--- src/rtl/cache_refill_engine.sv ---
// Line refill engine between the L1 cache and the memory port: optional dirty-victim
// writeback followed by a (critical-word-first) line refill, one word per memory handshake.
module cache_refill_engine #(
    parameter int unsigned XLEN       = 32,
    parameter int unsigned LINE_WORDS = 4,
    parameter int unsigned CRIT_FIRST = 1,
    localparam int unsigned IDX_W     = $clog2(LINE_WORDS)
) (
    input  logic             clk,
    input  logic             reset,
    input  logic             miss_valid,
    output logic             miss_ready,
    input  logic [XLEN-1:0]  miss_addr,
    input  logic             victim_dirty,
    input  logic [XLEN-1:0]  victim_addr,
    output logic [IDX_W-1:0] victim_idx,
    input  logic [XLEN-1:0]  victim_data,
    output logic             mem_req,
    output logic             mem_we,
    output logic [XLEN-1:0]  mem_addr,
    output logic [XLEN-1:0]  mem_wdata,
    input  logic [XLEN-1:0]  mem_rdata,
    input  logic             mem_ack,
    output logic             refill_valid,
    output logic [IDX_W-1:0] refill_idx,
    output logic [XLEN-1:0]  refill_data,
    output logic             refill_crit,
    output logic             refill_done,
    output logic             busy
);

    localparam int unsigned OFS   = IDX_W + 2;
    localparam int unsigned TAG_W = XLEN - OFS;
    localparam logic [IDX_W-1:0] LastIdx = IDX_W'(LINE_WORDS - 1);

    typedef enum logic [1:0] {StIdle, StWb, StRefill} state_e;

    state_e state_q, state_d;

    logic [TAG_W-1:0] base_q, base_d;
    logic [IDX_W-1:0] crit_q, crit_d;
    logic [IDX_W-1:0] idx_q, idx_d;
    logic [IDX_W-1:0] cnt_q, cnt_d;
    logic [IDX_W-1:0] victim_idx_q, victim_idx_d;
    logic             mem_req_q, mem_req_d;
    logic             mem_we_q, mem_we_d;
    logic [XLEN-1:0]  mem_addr_q, mem_addr_d;
    logic             refill_valid_q, refill_valid_d;
    logic [IDX_W-1:0] refill_idx_q, refill_idx_d;
    logic [XLEN-1:0]  refill_data_q, refill_data_d;
    logic             refill_crit_q, refill_crit_d;
    logic             refill_done_q, refill_done_d;

    logic             beat;
    logic             wb_last;
    logic             refill_last;
    logic [IDX_W-1:0] miss_crit;
    logic [IDX_W-1:0] miss_start;
    logic [IDX_W-1:0] idx_next;

    // Byte-offset bits of both addresses are dropped on purpose.
    logic unused_addr_bits;
    assign unused_addr_bits = ^{miss_addr[1:0], victim_addr[OFS-1:0]};

    // A beat only completes while a request is outstanding.
    assign beat        = mem_req_q & mem_ack;
    assign wb_last     = (victim_idx_q == LastIdx);
    assign refill_last = (cnt_q == LastIdx);
    assign miss_crit   = miss_addr[OFS-1:2];
    assign miss_start  = (CRIT_FIRST != 0) ? miss_crit : '0;
    assign idx_next    = idx_q + IDX_W'(1);

    // State register
    always_ff @(posedge clk or negedge reset) begin
        if (!reset) begin
            state_q <= StIdle;
        end else begin
            state_q <= state_d;
        end
    end

    // Next-state logic
    always_comb begin
        state_d = state_q;
        unique case (state_q)
            StIdle: begin
                if (miss_valid) begin
                    state_d = victim_dirty ? StWb : StRefill;
                end
            end
            StWb: begin
                if (beat && wb_last) begin
                    state_d = StRefill;
                end
            end
            StRefill: begin
                if (beat && refill_last) begin
                    state_d = StIdle;
                end
            end
            default: state_d = StIdle;
        endcase
    end

    // Registered output and datapath next values
    always_comb begin
        base_d         = base_q;
        crit_d         = crit_q;
        idx_d          = idx_q;
        cnt_d          = cnt_q;
        victim_idx_d   = victim_idx_q;
        mem_req_d      = mem_req_q;
        mem_we_d       = mem_we_q;
        mem_addr_d     = mem_addr_q;
        refill_valid_d = 1'b0;
        refill_idx_d   = refill_idx_q;
        refill_data_d  = refill_data_q;
        refill_crit_d  = 1'b0;
        refill_done_d  = 1'b0;

        unique case (state_q)
            StIdle: begin
                if (miss_valid) begin
                    base_d    = miss_addr[XLEN-1:OFS];
                    crit_d    = miss_crit;
                    idx_d     = miss_start;
                    cnt_d     = '0;
                    mem_req_d = 1'b1;
                    if (victim_dirty) begin
                        mem_we_d     = 1'b1;
                        mem_addr_d   = {victim_addr[XLEN-1:OFS], {OFS{1'b0}}};
                        victim_idx_d = '0;
                    end else begin
                        mem_we_d   = 1'b0;
                        mem_addr_d = {miss_addr[XLEN-1:OFS], miss_start, 2'b00};
                    end
                end
            end
            StWb: begin
                if (beat) begin
                    victim_idx_d = victim_idx_q + IDX_W'(1);
                    mem_addr_d   = mem_addr_q + XLEN'(4);
                    if (wb_last) begin
                        // mem_req stays high straight into the refill
                        mem_we_d   = 1'b0;
                        mem_addr_d = {base_q, idx_q, 2'b00};
                    end
                end
            end
            StRefill: begin
                if (beat) begin
                    refill_valid_d = 1'b1;
                    refill_data_d  = mem_rdata;
                    refill_idx_d   = idx_q;
                    refill_crit_d  = (idx_q == crit_q);
                    idx_d          = idx_next;
                    cnt_d          = cnt_q + IDX_W'(1);
                    // Index wraps inside the line, so the address never carries into base.
                    mem_addr_d     = {base_q, idx_next, 2'b00};
                    if (refill_last) begin
                        refill_done_d = 1'b1;
                        mem_req_d     = 1'b0;
                        mem_we_d      = 1'b0;
                    end
                end
            end
            default: ;
        endcase
    end

    always_ff @(posedge clk or negedge reset) begin
        if (!reset) begin
            base_q         <= '0;
            crit_q         <= '0;
            idx_q          <= '0;
            cnt_q          <= '0;
            victim_idx_q   <= '0;
            mem_req_q      <= 1'b0;
            mem_we_q       <= 1'b0;
            mem_addr_q     <= '0;
            refill_valid_q <= 1'b0;
            refill_idx_q   <= '0;
            refill_data_q  <= '0;
            refill_crit_q  <= 1'b0;
            refill_done_q  <= 1'b0;
        end else begin
            base_q         <= base_d;
            crit_q         <= crit_d;
            idx_q          <= idx_d;
            cnt_q          <= cnt_d;
            victim_idx_q   <= victim_idx_d;
            mem_req_q      <= mem_req_d;
            mem_we_q       <= mem_we_d;
            mem_addr_q     <= mem_addr_d;
            refill_valid_q <= refill_valid_d;
            refill_idx_q   <= refill_idx_d;
            refill_data_q  <= refill_data_d;
            refill_crit_q  <= refill_crit_d;
            refill_done_q  <= refill_done_d;
        end
    end

    assign miss_ready   = (state_q == StIdle);
    assign busy         = (state_q != StIdle);
    assign mem_wdata    = victim_data;
    assign victim_idx   = victim_idx_q;
    assign mem_req      = mem_req_q;
    assign mem_we       = mem_we_q;
    assign mem_addr     = mem_addr_q;
    assign refill_valid = refill_valid_q;
    assign refill_idx   = refill_idx_q;
    assign refill_data  = refill_data_q;
    assign refill_crit  = refill_crit_q;
    assign refill_done  = refill_done_q;

endmodule

--- config.mk ---
export PLATFORM = sky130hd
export DESIGN_NAME = cache_refill_engine
export DESIGN_NICKNAME = d
export VERILOG_FILES = /design/src/rtl/cache_refill_engine.sv
export SDC_FILE = /design/constraint.sdc
export NUM_CORES = 1
export LEC_CHECK = 0
export ABC_AREA = 0
export CORE_ASPECT_RATIO = 1.2
export CORE_MARGIN = 2
export CORE_UTILIZATION = 48
export CTS_CLUSTER_SIZE = 20
export DETAILED_ROUTE_END_ITERATION = 8
export PLACE_DENSITY = 0.92
export SETUP_SLACK_MARGIN = 0.3
export SYNTH_ARGS = -nofsm -noshare
export SYNTH_HDL_FRONTEND = slang
export SYNTH_SLANG_ARGS = --single-unit
--- constraint.sdc ---
create_clock -name clk -period 3.7 [get_ports clk]
set_input_delay 0.555 -clock clk [delete_from_list [all_inputs] [get_ports clk]]
set_output_delay 0.555 -clock clk [all_outputs]
set_load 0.005 [all_outputs]
==> results of run 1 <==
[layout make-up]
cell class	count	area share [%]
Clock inverter	5	0.659
Clock buffer	11	3.04
Tap cell	164	2.57
Timing Repair Buffer	177	21.8
Inverter	14	0.659
Multi-Input combinational cell	427	37.7
Sequential cell	107	33.6
[cells by family (layout without fill, tap and decap cells)]
group / Yosys count / count (layout) / share of synthesized area, %
buffers and inverters: 90 / 207 / 7.92
DFF: 107 / 107 / 43.5
AOI/OAI and AO/OA: 159 / 159 / 16.9
xor gates and xnor gates: 5 / 5 / 0.711
muxes: 91 / 91 / 16.2
adders and majority gates: 6 / 6 / 1.22
other: 1 / 2 / 0.0609
and+or+nand+nor: 164 / 164 / 13.5
[cell usage after synthesis, drive strengths merged (6+ instances only)]
cell | instances | area share [%]
a21oi | 41 | 3.3
a221oi | 6 | 0.85
a31oi | 8 | 0.81
buf | 48 | 5.4
clkbuf | 28 | 1.7
dfrtp | 107 | 43
ha | 6 | 1.2
inv | 14 | 0.85
mux2 | 70 | 13
mux2i | 21 | 3.4
nand2 | 44 | 2.7
nand3 | 18 | 1.5
nand4 | 8 | 0.91
nor2 | 45 | 2.7
nor3 | 11 | 1.1
nor4 | 12 | 1.5
o21ai | 46 | 3.7
o2bb2ai | 6 | 0.85
[stage by stage]
stage               utilization [%]  worst slack (ps)
global route                   63.2               680
floorplan                         -              1640
detailed placement             60.9               832
global placement               60.9               879
finish                         63.2               866
CTS                            63.2               889
[sequential cells by signal, summed over array words and instances (netlist names)]
name / count
refill_crit: 1
mem_req: 1
refill_data: 32
base_q: 28
state_q: 2
crit_q: 2
cnt_q: 2
victim_idx: 2
mem_we: 1
refill_valid: 1
refill_idx: 2
mem_addr: 30
idx_q: 2
refill_done: 1
[critical path: cells and delay by family (launching register included)]
family	cells	cell delay [ps]
buffers and inverters	2	370
flip-flops	1	400
adder cells (fa/ha/maj)	1	660
AO/OA/AOI/OAI	4	1300
[worst max path at each step]
stage | from | end
2_1_floorplan | state_q[0] | mem_addr[14]
3_3_place_gp | miss_valid | mem_addr[10]
3_5_place_dp | miss_valid | mem_addr[5]
4_1_cts | state_q[0] | mem_addr[10]
5_1_grt | state_q[0] | mem_addr[10]
6_report | state_q[1] | mem_addr[10]
[per-layer routing]
metal,part of all wire [%],global-route usage [%]
met3,8.8,6.35
met1,39,28.8
met5,0,0
met2,49,40.1
met4,2.9,12.4
[power by group through the flow]
stage	sequential, W	clock [W]	combinational [W]
CTS	0.00226	0.00100	0.00327
global route	0.00235	0.00104	0.00356
detailed placement	0.00227	0	0.00325
floorplan	0.00215	0	0.00196
global placement	0.00225	0	0.00315
finish	0.00227	0.000972	0.00327
==> impl_metrics.json, run 1 <==
{
  "status": "complete, no violations",
  "leakage_nw": 3.18,
  "avgRoutedWirePerCell_um": 18.1,
  "synthCells": 623,
  "grt.overflow.total": 0,
  "dpl.hpwl_um": 11300,
  "path_class": "flip-flop to flip-flop",
  "setup_viol_count_final": 0,
  "fin_skew_ps": 8.04,
  "drc": 0,
  "row_count": 45,
  "regArea_um2": 2680,
  "clock_path_buffers": 2,
  "synthArstFlopShare_pct": 100,
  "vias": 5358,
  "slew_headroom_pct": 25.7,
  "power.density_nw_per_um2": 816,
  "finalNetCount": 875,
  "post_cts_buffers": 0,
  "cp-end-kind": "flip-flop",
  "dieHeight_um": 128,
  "worstMarginPinSlew_ps": 1100,
  "dp.cells": 889,
  "power_frac_clock_pct": 14.9,
  "drive_gt1_share_pct": 15.1,
  "gp_congestion": 0.843,
  "dr.first_iter.drc_count": 277,
  "r2r_end": "mem_addr[10]",
  "whs_ps": 350,
  "fmax_mhz": 353,
  "synthFlopType": "dfrtp_1",
  "final_hold_viol_count": 0,
  "grt_usage_pct": 24.2,
  "rsz0062_at_grt": "no",
  "portBuffers": 167,
  "die_w_um": 107,
  "wl_um": 16400,
  "grt_antenna_before_repair": 0,
  "area_growth_pct": 29.5,
  "p_seq_share_pct": 34.8,
  "ys_types": 64,
  "coreArea_um2": 12600,
  "crit_chain": "inv_1, ha_1, a21o_1, buf_4, a21boi_0, a222oi_1, o21ai_0",
  "ys_warn_count": 0,
  "avgSynthCellArea_um2": 9.89,
  "grt_pass1_vias": 5353,
  "post-route-period-util_pct": 76.6,
  "mostFrequentLayoutCells": "165 x clkdlybuf4s50_1, 107 x dfrtp_1, 70 x mux2_2, 46 x o21ai_0, 45 x nor2_1",
  "cts_sinks": 107,
  "path_clk_slew_ps": 70,
  "num_antenna_cells": 0,
  "multiInputGateArea_um2": 3000,
  "cts_made_buffers": 9,
  "fill_cells": 1044,
  "cts-htree-levels": 3,
  "cp_data_arrival_time_ps": 3100,
  "synth_area_um2": 6160,
  "combPwrFrac_pct": 50.2,
  "finalPower_w": 0.00651,
  "r2r_cells": 7,
  "ys_ff_latch": 107,
  "intPower_w": 0.00401,
  "grt_max_degree": 75,
  "seq_area_frac_synth_pct": 43.5,
  "tritoncts": "built",
  "path_max_fanout": 24,
  "period_needed_ps": 2830,
  "r2r_slack_ps": 870,
  "required_ps": 3960,
  "final_cell_count_no_fill": 905,
  "grt_pass1_wl_um": 26200,
  "report.final.slew_viol_count": 0,
  "synth_edf_count": 0,
  "netSwitchingPower_w": 0.00250,
  "peakVddDrop_mv": 0.443,
  "worstReg2RegStart": "state_q[1]",
  "drtPass1Iterations": 5,
  "min_path_type": "input port to asynchronous set/reset pin",
  "initial_core_util_pct": 48.8,
  "slowest_delay_ps": 660,
  "postPlaceCellArea_um2": 7680,
  "final_common_cell": "clkdlybuf4s50_1",
  "routed_via_density": 5.92,
  "final_antenna_net_count": 0,
  "ctsRootBufferMaster": "clkbuf_16",
  "netSwitchingFraction_pct": 38.4,
  "slowest_stage": "ha_1",
  "ios": 240,
  "postCtsHoldBufs": 0,
  "design_area_um2": 7970,
  "cts_resized": 0,
  "crit_path_start_kind": "flip-flop",
  "fp.dieArea_um2": 13800,
  "maxCapViolCount": 0,
  "fin_setup_tns_ps": 0,
  "clk_latency_ps": 350
}
Power figures use the tool's default switching activity.
==> inputs of run 2 (changes only) <==
CORE_UTILIZATION = 40   (was 48)
PLACE_DENSITY = 0.82   (was 0.92)
clock period = 2.35 ns   (was 3.7 ns; I/O delays follow)
==> run 2 against run 1 <==
Net effect:
- global-route usage shrank 2.3 points
- clock skew is 2.4 ps lower
- power rose by 68%
- register-to-register slack lost 510 ps
- cell count increased by 8.2%
- highest routed layer unchanged
- sequential power is 57% higher
- clock power increased by 67%
- critical path depth did not move
- worst hold slack gained 140 ps
- via count increased by 1.9%
==> impl_metrics.json, run 2 (same netlist as run 1, synthesis figures left out) <==
{
  "status": "complete, no violations",
  "gp_congestion": 0.898,
  "min_path_type": "input port to asynchronous set/reset pin",
  "ios": 240,
  "regArea_um2": 2680,
  "drc": 0,
  "path_max_fanout": 14,
  "cts_sinks": 107,
  "setup_slack_ps": 351,
  "routed_via_density": 5.58,
  "multiInputGateArea_um2": 3150,
  "cp_data_arrival_time_ps": 2230,
  "largest_reg_flops": 32,
  "power.density_nw_per_um2": 1290,
  "area_growth_pct": 38.2,
  "cp-end-kind": "flip-flop",
  "ctsRootBufferMaster": "clkbuf_16",
  "dieHeight_um": 140,
  "setup_viol_count_final": 0,
  "place_ws_ps": 51.2,
  "rsz0062_at_grt": "yes",
  "grt_max_degree": 41,
  "fin_util_pct": 56.7,
  "portBuffers": 167,
  "finalPower_w": 0.0109,
  "coreArea_um2": 15000,
  "fill_cells": 1270,
  "dpl.hpwl_um": 12500,
  "dr.first_iter.drc_count": 345,
  "final_hold_viol_count": 0,
  "peakVddDrop_mv": 0.632,
  "required_ps": 2580,
  "wl_um": 17500,
  "postPlaceCellArea_um2": 7990,
  "design_area_um2": 8510,
  "grt_pass1_vias": 5529,
  "clk_latency_ps": 350,
  "fp.dieArea_um2": 16400,
  "path_class": "flip-flop to flip-flop",
  "row_count": 49,
  "maxCapViolCount": 0,
  "finalNetCount": 910,
  "period_needed_ps": 2000,
  "grt_antenna_before_repair": 2,
  "final_antenna_net_count": 0,
  "path_clk_slew_ps": 70,
  "initial_core_util_pct": 41.0,
  "r2r_cells": 7,
  "drive_gt1_share_pct": 22.2,
  "avgRoutedWirePerCell_um": 17.8,
  "die_w_um": 117,
  "report.final.slew_viol_count": 0,
  "post-route-period-util_pct": 85.1,
  "final_common_cell": "clkdlybuf4s50_1",
  "cts-htree-levels": 3,
  "clock_path_buffers": 2,
  "fmax_mhz": 500,
  "cts_made_buffers": 9,
  "fin_skew_ps": 5.66,
  "leakage_nw": 3.40,
  "crit_path_start_kind": "flip-flop",
  "grt.overflow.total": 0,
  "drtPass1Iterations": 5,
  "vias": 5462,
  "mostFrequentLayoutCells": "163 x clkdlybuf4s50_1, 103 x dfrtp_1, 70 x mux2_2, 46 x o21ai_0, 45 x nor2_1",
  "fin_setup_tns_ps": 0,
  "grt_usage_pct": 21.9,
  "tritoncts": "built",
  "grt_pass1_wl_um": 28100
}
[run 2: worst paths after layout]
path                                    to     startpoint  slack, ps
max in group asynchronous      mem_addr[7]          reset       1280
max reg2reg                   mem_addr[22]     state_q[0]        350
min reg2reg                  refill_idx[0]  refill_idx[0]        490
max                           mem_addr[22]     state_q[0]        350
min in group clk             refill_idx[0]  refill_idx[0]        490
min                        refill_data[11]          reset        490
[run 2: final cells by class]
cell class                      instances  area share [%]
Multi-Input combinational cell        427            37.0
Sequential cell                       107            31.5
Timing Repair Buffer                  212            24.2
Tap cell                              204            3.00
Clock buffer                            9            2.65
Clock inverter                          5           0.941
Inverter                               14           0.617
Antenna cell                            1          0.0294
[run 2: layer usage]
layer | share of wire (%) | routed length (um) | vias up | track usage, %
li1 | - | - | 2548 | -
met1 | 40 | 6920 | 2640 | 26.9
met2 | 49 | 8500 | 222 | 35.1
met3 | 8.4 | 1470 | 52 | 6.06
met4 | 3.3 | 573 | 0 | 10.2
met5 | 0 | 0 | - | 0
[run 2: timing repair]
item	CTS	global route
pin swaps	0	3
resized for setup	21	20
hold buffers	1	0
setup endpoints to repair	15	19
hold endpoints to repair	30	0
setup buffers	3	3
[run 2: per-stage QoR]
stage / cells / hold slack, ps
finish: 979 / 487
global route: 978 / 519
CTS: 975 / 489
detailed placement: 957 / 324
global placement: 957 / 328
floorplan: 624 / 56.9
[run 2: worst max-delay path, stage by stage (launching register included)]
cell and delay [ps]:
dfrtp_1 400, inv_2 100, ha_4 200, a2bb2oi_2 180, or3_1 400, buf_6 180, a2111oi_4 340, a211oi_1 70
[run 2: where the power goes]
| group | internal (W) | leakage, nW | total [W] | switching (W) |
|---|---|---|---|---|
| Sequential | 0.00276 | 1.28 | 0.00356 | 0.000800 |
| Clock | 0.000921 | 0.143 | 0.00162 | 0.000695 |
| Combinational | 0.00312 | 1.97 | 0.00577 | 0.00265 |
==> inputs of run 3 (changes only) <==
CORE_ASPECT_RATIO = unset   (was 1.2)
RECOVER_POWER = 25   (was unset)
==> run 3 against run 2 <==
Net effect:
- non-clock buffer count increased by 2
- final area increased by 0.15%
- via count increased by 0.99%
- first-iteration DRC count increased by 22%
- wire length decreased by 0.53%
==> impl_metrics.json, run 3 (same netlist as run 1, synthesis figures left out) <==
{
  "coreArea_um2": 15100,
  "met3_length_um": 1540,
  "grt_usage_pct": 21.4,
  "finalNetCount": 912,
  "path_class": "flip-flop to output pin",
  "path_clk_slew_ps": 70,
  "ios": 240,
  "crit_start": "state_q[0]",
  "cp_num_buf_inv": 3,
  "mostFrequentLayoutCells": "164 x clkdlybuf4s50_1, 104 x dfrtp_1, 70 x mux2_2, 45 x nor2_1, 44 x o21ai_0",
  "routed_via_density": 5.71,
  "netSwitchingFraction_pct": 38.5,
  "r2r_slack_ps": 330,
  "path_max_fanout": 3,
  "peakVddDrop_mv": 0.672,
  "report.final.slew_viol_count": 0,
  "cp_top_family": "buffers and inverters",
  "initial_core_util_pct": 40.7,
  "final_antenna_net_count": 0,
  "slowest_delay_ps": 480,
  "gp_congestion": 0.887,
  "die_w_um": 128,
  "leakage_nw": 3.42,
  "setup_viol_count_final": 0,
  "cp_data_arrival_time_ps": 1680,
  "setup.worst_path.end": "miss_ready",
  "post-route-period-util_pct": 86.6,
  "p_seq_share_pct": 32.1,
  "area_growth_pct": 38.4,
  "drive_gt1_share_pct": 22.4,
  "cp-end-kind": "output pin",
  "intPower_w": 0.00677,
  "required_ps": 2000,
  "cp_num_cells": 4,
  "final_hold_viol_count": 0,
  "rsz0062_at_grt": "yes",
  "cts_made_buffers": 9,
  "fp.dieArea_um2": 16400,
  "crit_chain": "inv_2, ha_2, buf_8, clkdlybuf4s50_1",
  "holdPathStages": 2,
  "dpl.hpwl_um": 12500,
  "final_common_cell": "clkdlybuf4s50_1",
  "r2r_end": "mem_addr[14]",
  "combPwrFrac_pct": 54.0,
  "clock_path_buffers": 2,
  "fin_setup_tns_ps": 0,
  "wl_um": 17400,
  "dr.first_iter.drc_count": 421,
  "cts-htree-levels": 3,
  "avgRoutedWirePerCell_um": 18.0,
  "slowest_stage": "clkdlybuf4s50_1",
  "power.density_nw_per_um2": 1290,
  "regArea_um2": 2680,
  "worstMarginPinSlew_ps": 987,
  "drtPass1Iterations": 5,
  "tritoncts": "built",
  "vias": 5516,
  "min_path_type": "flip-flop to flip-flop",
  "grt_antenna_before_repair": 0,
  "wl_met2_um": 8480,
  "grt_pass1_vias": 5494,
  "multiInputGateArea_um2": 3180,
  "worstReg2RegStart": "state_q[0]",
  "grt.overflow.total": 0,
  "netSwitchingPower_w": 0.00425,
  "fmax_mhz": 491,
  "wirelength_met1_um": 7060,
  "status": "complete, no violations",
  "portBuffers": 167,
  "cts_sinks": 107,
  "power_frac_clock_pct": 13.9,
  "slew_headroom_pct": 34.2,
  "grt_pass1_wl_um": 27600,
  "highest_layer": "met4",
  "fin_skew_ps": 13.9,
  "grt_max_degree": 41,
  "row_count": 45,
  "maxCapViolCount": 0,
  "drc": 0,
  "r2r_cells": 6,
  "period_needed_ps": 2030,
  "clk_latency_ps": 370,
  "num_antenna_cells": 0,
  "whs_ps": 503,
  "largest_reg_flops": 32,
  "ctsRootBufferMaster": "clkbuf_16",
  "dieHeight_um": 128,
  "fill_cells": 1264,
  "crit_path_start_kind": "flip-flop"
}
[run 3: metrics by stage]
stage | setup slack, ps | power [W] | std cells | utilization, % | instance area [um^2]
detailed placement | 72.3 | 0.00906 | 941 | 52.6 | 7960
finish | 315 | 0.0110 | 966 | 56.3 | 8520
global route | 122 | 0.0118 | 966 | 56.3 | 8520
global placement | 100 | 0.00887 | 941 | 52.6 | 7960
floorplan | 319 | 0.00648 | 624 | - | 6160
CTS | 295 | 0.0108 | 964 | 55.3 | 8380
[run 3: power groups by stage]
stage / clock, W / combinational (W) / sequential, W
final: 0.00153 / 0.00595 / 0.00354
after global routing: 0.00165 / 0.00645 / 0.00367
after CTS: 0.00156 / 0.00575 / 0.00351
after detailed placement: 0 / 0.00552 / 0.00354
after global placement: 0 / 0.00538 / 0.00349
after floorplan: 0 / 0.00309 / 0.00339
[run 3: how the worst min path moves through the flow]
stage,to,slack (ps),from
floorplan,base_q[0],60,reset
global placement,refill_valid,370,reset
detailed placement,refill_valid,370,reset
CTS,refill_idx[0],500,refill_idx[0]
global route,refill_data[22],520,refill_data[22]
finish,refill_idx[0],500,refill_idx[0]
[run 3: final cells by class]
type / count / share of cell area, %
clock buffers: 11 / 2.97
inverters: 14 / 0.646
clock inverters: 5 / 0.499
well taps: 188 / 2.76
flip-flops and latches: 107 / 31.5
repair buffers: 214 / 24.4
multi-input cells: 427 / 37.3
[run 3: worst register-to-register path: stages (launching register included)]
cell and delay [ps]:
dfrtp_1 390, buf_4 140, ha_2 220, a2bb2oi_2 160
or3_4 390, buf_4 210, o32a_1 380
[run 3: repair_timing]
item                                   CTS  global route
pin swaps                                3             4
endpoints found under the hold margin   38             0
setup buffers                            6             2
gates resized for setup                 21            28
hold buffers                             1             0
setup endpoints to repair               20            40
[run 3: per-layer routing]
layer | vias up | global-route usage, %
li1 | 2552 | -
met1 | 2676 | 25.7
met2 | 251 | 36.2
met3 | 37 | 6.97
met4 | 0 | 7.24
met5 | - | 0
